$ cat src/rtl/pipe_rxdetect_seq.sv
// Receiver-detect sequencer: settles the PHY, pulses the shared TxDetectRx,
// gathers per-lane PhyStatus/RxStatus and retries on timeout.
module pipe_rxdetect_seq #(
  parameter int NUM_LANES      = 4,
  parameter int SETTLE_CYCLES  = 16,
  parameter int TIMEOUT_CYCLES = 1000,
  parameter int MAX_RETRIES    = 2
) (
  input  logic                   pclk,
  input  logic                   reset,
  input  logic                   start,
  input  logic                   abort,
  input  logic [NUM_LANES-1:0]   phy_status,
  input  logic [3*NUM_LANES-1:0] rx_status,
  output logic                   tx_detectrx,
  output logic                   tx_elecidle,
  output logic                   busy,
  output logic                   done,
  output logic [NUM_LANES-1:0]   detected_lanes,
  output logic                   timeout_err
);

  localparam int SW = $clog2(SETTLE_CYCLES + 1);
  localparam int TW = $clog2(TIMEOUT_CYCLES);
  localparam int RW = (MAX_RETRIES > 0) ? $clog2(MAX_RETRIES + 1) : 1;

  localparam logic [SW-1:0] S_LAST = SW'(SETTLE_CYCLES - 1);
  localparam logic [TW-1:0] T_LAST = TW'(TIMEOUT_CYCLES - 1);
  localparam logic [RW-1:0] R_MAX  = RW'(MAX_RETRIES);

  typedef enum logic [1:0] {
    IDLE,
    SETTLE,
    DETECT
  } state_t;

  state_t               state;
  logic [SW-1:0]        settle_cnt;
  logic [TW-1:0]        timeout_cnt;
  logic [RW-1:0]        retry_cnt;
  logic [NUM_LANES-1:0] seen;
  logic [NUM_LANES-1:0] result;

  logic [NUM_LANES-1:0] rx_ok;
  logic [NUM_LANES-1:0] seen_n;
  logic [NUM_LANES-1:0] result_n;

  // Only the first PhyStatus of a lane in an attempt is taken.
  always_comb begin
    rx_ok = '0;
    for (int i = 0; i < NUM_LANES; i++) begin
      rx_ok[i] = (rx_status[3*i +: 3] == 3'b011);
    end
    seen_n   = seen | phy_status;
    result_n = result | (phy_status & ~seen & rx_ok);
  end

  always_ff @(posedge pclk or posedge reset) begin
    if (reset) begin
      state          <= IDLE;
      settle_cnt     <= '0;
      timeout_cnt    <= '0;
      retry_cnt      <= '0;
      seen           <= '0;
      result         <= '0;
      tx_detectrx    <= 1'b0;
      tx_elecidle    <= 1'b1;
      busy           <= 1'b0;
      done           <= 1'b0;
      detected_lanes <= '0;
      timeout_err    <= 1'b0;
    end else begin
      tx_elecidle <= 1'b1;
      done        <= 1'b0;
      if (abort) begin
        state       <= IDLE;
        busy        <= 1'b0;
        tx_detectrx <= 1'b0;
      end else begin
        unique case (state)
          IDLE: begin
            tx_detectrx <= 1'b0;
            if (start) begin
              state      <= SETTLE;
              busy       <= 1'b1;
              settle_cnt <= '0;
              retry_cnt  <= '0;
              seen       <= '0;
              result     <= '0;
            end
          end
          SETTLE: begin
            if (settle_cnt == S_LAST) begin
              state       <= DETECT;
              tx_detectrx <= 1'b1;
              timeout_cnt <= '0;
            end else begin
              settle_cnt <= settle_cnt + 1'b1;
            end
          end
          DETECT: begin
            seen   <= seen_n;
            result <= result_n;
            if (&seen_n) begin
              state          <= IDLE;
              busy           <= 1'b0;
              tx_detectrx    <= 1'b0;
              done           <= 1'b1;
              detected_lanes <= result_n;
              timeout_err    <= 1'b0;
            end else if (timeout_cnt == T_LAST) begin
              tx_detectrx <= 1'b0;
              if (retry_cnt < R_MAX) begin
                state      <= SETTLE;
                retry_cnt  <= retry_cnt + 1'b1;
                settle_cnt <= '0;
                seen       <= '0;
                result     <= '0;
              end else begin
                state          <= IDLE;
                busy           <= 1'b0;
                done           <= 1'b1;
                detected_lanes <= result_n;
                timeout_err    <= 1'b1;
              end
            end else begin
              timeout_cnt <= timeout_cnt + 1'b1;
            end
          end
          default: begin
            state       <= IDLE;
            busy        <= 1'b0;
            tx_detectrx <= 1'b0;
          end
        endcase
      end
    end
  end

endmodule

$ cat config.mk
export PLATFORM = sky130hd
export DESIGN_NAME = pipe_rxdetect_seq
export DESIGN_NICKNAME = d
export VERILOG_FILES = /design/src/rtl/pipe_rxdetect_seq.sv
export SDC_FILE = /design/constraint.sdc
export NUM_CORES = 1
export LEC_CHECK = 0
export BUFFER_PORTS_ARGS = -buffer_cell sky130_fd_sc_hd__buf_4
export CAP_MARGIN = 20
export CORE_MARGIN = 1.5
export CORE_UTILIZATION = 35
export CTS_CLUSTER_DIAMETER = 120
export DETAILED_ROUTE_END_ITERATION = 10
export PLACE_DENSITY = 0.61
export SYNTH_ARGS = -nofsm -noshare
export SYNTH_HDL_FRONTEND = slang
export SYNTH_SLANG_ARGS = --single-unit
$ cat constraint.sdc
create_clock -name pclk -period 2.61 [get_ports pclk]
set_clock_uncertainty 0.05 [all_clocks]
set_input_delay 0.522 -clock pclk [delete_from_list [all_inputs] [get_ports pclk]]
set_output_delay 0.522 -clock pclk [all_outputs]
set_load 0.01 [all_outputs]
======== Word level (Yosys, flattened, before mapping) ========
Cells that the tools add are included.
storage, ports and cells
  flip-flop bits (word level) ............. 35
  input port bits ......................... 20
  word-level logic and storage cells ...... 109
operators by class
  add/sub/neg operators ................... 3
  magnitude comparators ................... 1
  equality and inequality tests ........... 21
  muxes and demuxes ....................... 53
  bitwise gates (word level) .............. 6
  reductions and logical operators ........ 14
operators by type and width
  kind                                            count
  2-to-1 mux 4 bit                                10
  2-to-1 mux 10 bit                               3
  2-to-1 mux 5 bit                                5
  case mux 10 bit (2 select lines)                1
  2-to-1 mux 1 bit                                18
  2-to-1 mux 2 bit                                9
  inequality test 2 bit (second input constant)   9
  case mux 4 bit (2 select lines)                 2
  case mux 5 bit (3 select lines)                 1
  == test 3 x 2 -> 1 bit (second input constant)  4
  AND reduction 4 bit                             3
  adder 10 x 1 -> 10 bit (second input constant)  1
  == test 10 bit (second input constant)          1
  AND 4 bit                                       2
  inequality test 4 bit (second input constant)   2
  bitwise OR 4 bit                                2
  AND reduction 7 bit                             1
  inequality test 3 bit (second input constant)   2
  case mux 2 bit (3 select lines)                 1
  AND reduction 3 bit                             2
  AND reduction 6 bit                             1
  nonzero test 2 bit                              3
  adder 5 x 1 -> 5 bit (second input constant)    1
  == test 5 x 4 -> 1 bit (second input constant)  1
  13 further kinds                                13

======== Longest topological paths before layout ========
  word-level depth ........................ 8
  depth in mapped cells ................... 8

======== Worst setup path before layout ========
Ideal clock, no wire load.
  path type ............................... reg-to-reg
  from .................................... reg settle_cnt[0]
  to ...................................... reg settle_cnt[3]
  library setup time ...................... 0.077 ns
  arrival ................................. 1.999 ns
  setup slack ............................. 0.483 ns
  stages on the path, launching flop included .. 9
  buffers on the path ..................... 0
  period minus slack after synthesis ...... 2.127 ns
  path through ............................ dfrtp_1 > ha_1 > and3_1 > ha_1 > nand2b_1 > a211oi_1 > a31oi_2 > or3_1 > a21oi_1
on the way
  cells in the longest elaborated chain, start to end .. 3
ends and longest elaborated chain
  element                                                                        RTL line  source
  from (decl)                                                                    38        logic [SW-1:0] settle_cnt;
  from (signal assigned)                                                         98        settle_cnt <= settle_cnt + 1'b1;
  adder 5 x 1 -> 5 bit / == test 5 x 4 -> 1 bit (equally long branches)          98, 93
  2-to-1 mux 5 bit / inequality test 2 bit (equally long branches)               -
  case mux 5 bit (3 select lines) / AND reduction 7 bit (equally long branches)  -
Several ways; a longest one is shown, not always the timed one. The select of a mux whose other input is x is not followed.
A chain may end at the register's enable or synchronous reset.

======== Worst setup path after layout ========
Same ends and word-level chain as after synthesis.

==> impl_metrics.ini <==
[die]
fp.dieH_um = 74.1
fp-row-count = 25
floorplan.initialDensity_pct = 37.0
boundaryPins = 29
fp.dieArea_um2 = 5490
core_area_um2 = 4790
chipWidth_um = 74.1

[power_and_ir_drop]
fin_total_pwr_mw = 1.27
maximum_vdd_drop_uv = 384
leakagePower_nw = 0.967
p_per_area_nw_per_um2 = 589

[synth]
synth.cell_area_um2 = 1770
synthesis.instances = 178
ys_top_cells_by_area = sky130_fd_sc_hd__dfrtp_1 (50%), sky130_fd_sc_hd__a21oi_1 (3.7%), sky130_fd_sc_hd__o21ai_0 (3.4%)
ffs_latches_synth = 35
postSynthNetCount = 201
syn_area_per_cell_um2 = 9.94
async_flop_share_pct = 100
ys_seq_area_share_pct = 49.5
synth_top_flop_cell = sky130_fd_sc_hd__dfrtp_1
count_of_flip_flops_with_a_built_in_enable_after_synthesis = 0
synth-warning-count = 0
synth.top_cells.by_count = sky130_fd_sc_hd__dfrtp_1 (35), sky130_fd_sc_hd__nor2_1 (15), sky130_fd_sc_hd__a21oi_1 (13), sky130_fd_sc_hd__o21ai_0 (12), sky130_fd_sc_hd__nand2_1 (11)
post_synth_cell_types = 44
synth_top_area_cell = sky130_fd_sc_hd__dfrtp_1
yosysTopAreaCellShare_pct = 49.5
top_count_cell_post_synth = sky130_fd_sc_hd__dfrtp_1

[clocking]
htreeDepth = 2
tritoncts = done
postCtsHoldBufs = 0
cts.reportedPaths.clkPinSlew_ns = 0.08
cts_buffers = 5
clock_latency_ns = 0.29
clock_tree.buffer_depth = 2
clockRootBuffer = sky130_fd_sc_hd__clkbuf_8
setup_buffers_after_cts = 0
cts_sinks = 35
resized_gates_after_cts = 0

[timing]
timing.setup.tns_ns = 0
rsz_0062_raised_after_global_routing = no
final-setup-viol-count = 0
drv_slew = 0
report.final.hold_viol_count = 0
achievable-frequency_mhz = 433
fin_crit_sh_pct = 88.5
fin_crit_ns = 2.31

[route]
dr.first_iter.drc_count = 48
vias = 1422
tritonroute_pass_1_iters = 4
post_drt_wl_per_cell_um = 13.7
antenna_left = 0
detail_route.vias_per_cell = 5.19
post-route-drc-count = 0
totalWireLength_mm = 3.74

[critical_path]
regToRegEndpoint = settle_cnt[3]
startpoint_type_of_the_worst_setup_path = flip-flop
reg_to_reg_setup_timing_slack_ns = 0.30
r2r_start = settle_cnt[0]
worstSetupPathType = flip-flop to flip-flop
critical_path.endpoint_type = flip-flop
worst-path-max-fanout = 9
critical_path_required_ns = 2.79
cp_data_arrival_time_ns = 2.49
timing.reg2reg.worst_path_depth = 8

[placed_design]
placement.io_buffers = 27
placedCellCount = 266
globalplace.congestion = 0.757
hpwlAfterDp_mm = 2.67
post_dp_cell_area_um2 = 2030

[min_path]
min_path_type = input pin to asynchronous set/reset pin

[layout]
final.fill_count = 469
area_growth_syn_to_layout_pct = 22.0
multiInputGateArea_um2 = 830
regArea_um2 = 876
finish.instance_area_um2 = 2160
n_antenna_cell = 0
layout.nets = 229
drive_gt1_share_pct = 21.3
utilization_pct = 45.1
fin_cells = 274

[global_routing]
via_count_of_the_first_global_routing_pass = 1298
grt_pass1_wl_mm = 6.33
grt.overflow.total = 0
global_route.usage.total_pct = 15.5
grt_max_degree = 36
grt_antenna_before_repair = 0

[job]
drv_cap = 0

[status]
run_status = finished, final reports clean
[worst max-delay path by stage]
stage / cells past startpoint / endpoint / from / slack, ns
3_3_place_gp: 8 / settle_cnt[3] / settle_cnt[0] / 0.37
4_1_cts: 8 / settle_cnt[3] / settle_cnt[0] / 0.30
6_report: 8 / settle_cnt[3] / settle_cnt[0] / 0.30
2_1_floorplan: 8 / settle_cnt[3] / settle_cnt[0] / 0.48
5_1_grt: 8 / settle_cnt[3] / settle_cnt[0] / 0.11
3_5_place_dp: 8 / settle_cnt[3] / settle_cnt[0] / 0.33
[layer usage]
metal / GRT usage (%) / vias to the layer above / share of wire (%)
li1: - / 720 / -
met1: 22.8 / 673 / 51
met2: 21.6 / 24 / 44
met3: 4.07 / 5 / 3.3
met4: 6.17 / 0 / 1.7
met5: 0 / - / 0
[kinds of logic (layout without fill, tap and decap cells)]
family / after synthesis / in the layout / share of synthesized area, %
simple gates: 67 / 67 / 21.4
flops: 35 / 35 / 49.5
fa+ha+maj: 3 / 3 / 2.12
buf+inv: 13 / 42 / 3.61
compound gates: 55 / 55 / 20.7
mux: 4 / 4 / 2.55
other cells: 1 / 1 / 0.212
[power breakdown]
group	internal, mW	switching [mW]
logic	0.0485	0.0573
registers	0.563	0.0210
clock network	0.382	0.200
total	0.993	0.278
[critical path: stages, from the launching register on]
cell and delay, ns:
sky130_fd_sc_hd__dfrtp_1 0.41, sky130_fd_sc_hd__ha_1 0.24, sky130_fd_sc_hd__and3_1 0.19, sky130_fd_sc_hd__ha_1 0.21, sky130_fd_sc_hd__nand2b_1 0.15, sky130_fd_sc_hd__a211oi_1 0.32
sky130_fd_sc_hd__a31oi_2 0.15, sky130_fd_sc_hd__or3_1 0.39, sky130_fd_sc_hd__a21oi_1 0.14
[flip-flops by register name, indices dropped and copies added, names as in the netlist]
signal and flops:
busy 1, detected_lanes 4, done 1, result 4
retry_cnt 2, seen 4, settle_cnt 5, state 2
timeout_cnt 10, timeout_err 1, tx_detectrx 1
[cells in the final DEF (no fill, tap or decap), types with 5 or more instances in the layout]
cell type and count:
sky130_fd_sc_hd__dfrtp_1 35, sky130_fd_sc_hd__buf_4 29, sky130_fd_sc_hd__nor2_1 15, sky130_fd_sc_hd__a21oi_1 13
sky130_fd_sc_hd__o21ai_0 12, sky130_fd_sc_hd__nand2_1 11, sky130_fd_sc_hd__nand2b_1 6, sky130_fd_sc_hd__nand3_1 5
sky130_fd_sc_hd__inv_1 5, sky130_fd_sc_hd__o31ai_1 5, sky130_fd_sc_hd__clkbuf_8 5
[through the flow]
step / setup WS [ns] / hold slack [ns]
6_report: 0.300 / 0.267
5_1_grt: 0.115 / 0.320
4_1_cts: 0.304 / 0.293
3_5_place_dp: 0.331 / 0.429
3_3_place_gp: 0.368 / 0.421
2_1_floorplan: 0.483 / 0.399
[cell type report]
class	count	share of cell area, %
Sequential cell	35	40.6
Multi-Input combinational cell	130	38.4
Timing Repair Buffer	29	10.1
Tap cell	67	3.88
Clock buffer	6	3.36
Clock inverter	2	2.78
Inverter	5	0.870
(Power assumes the default switching activity.)
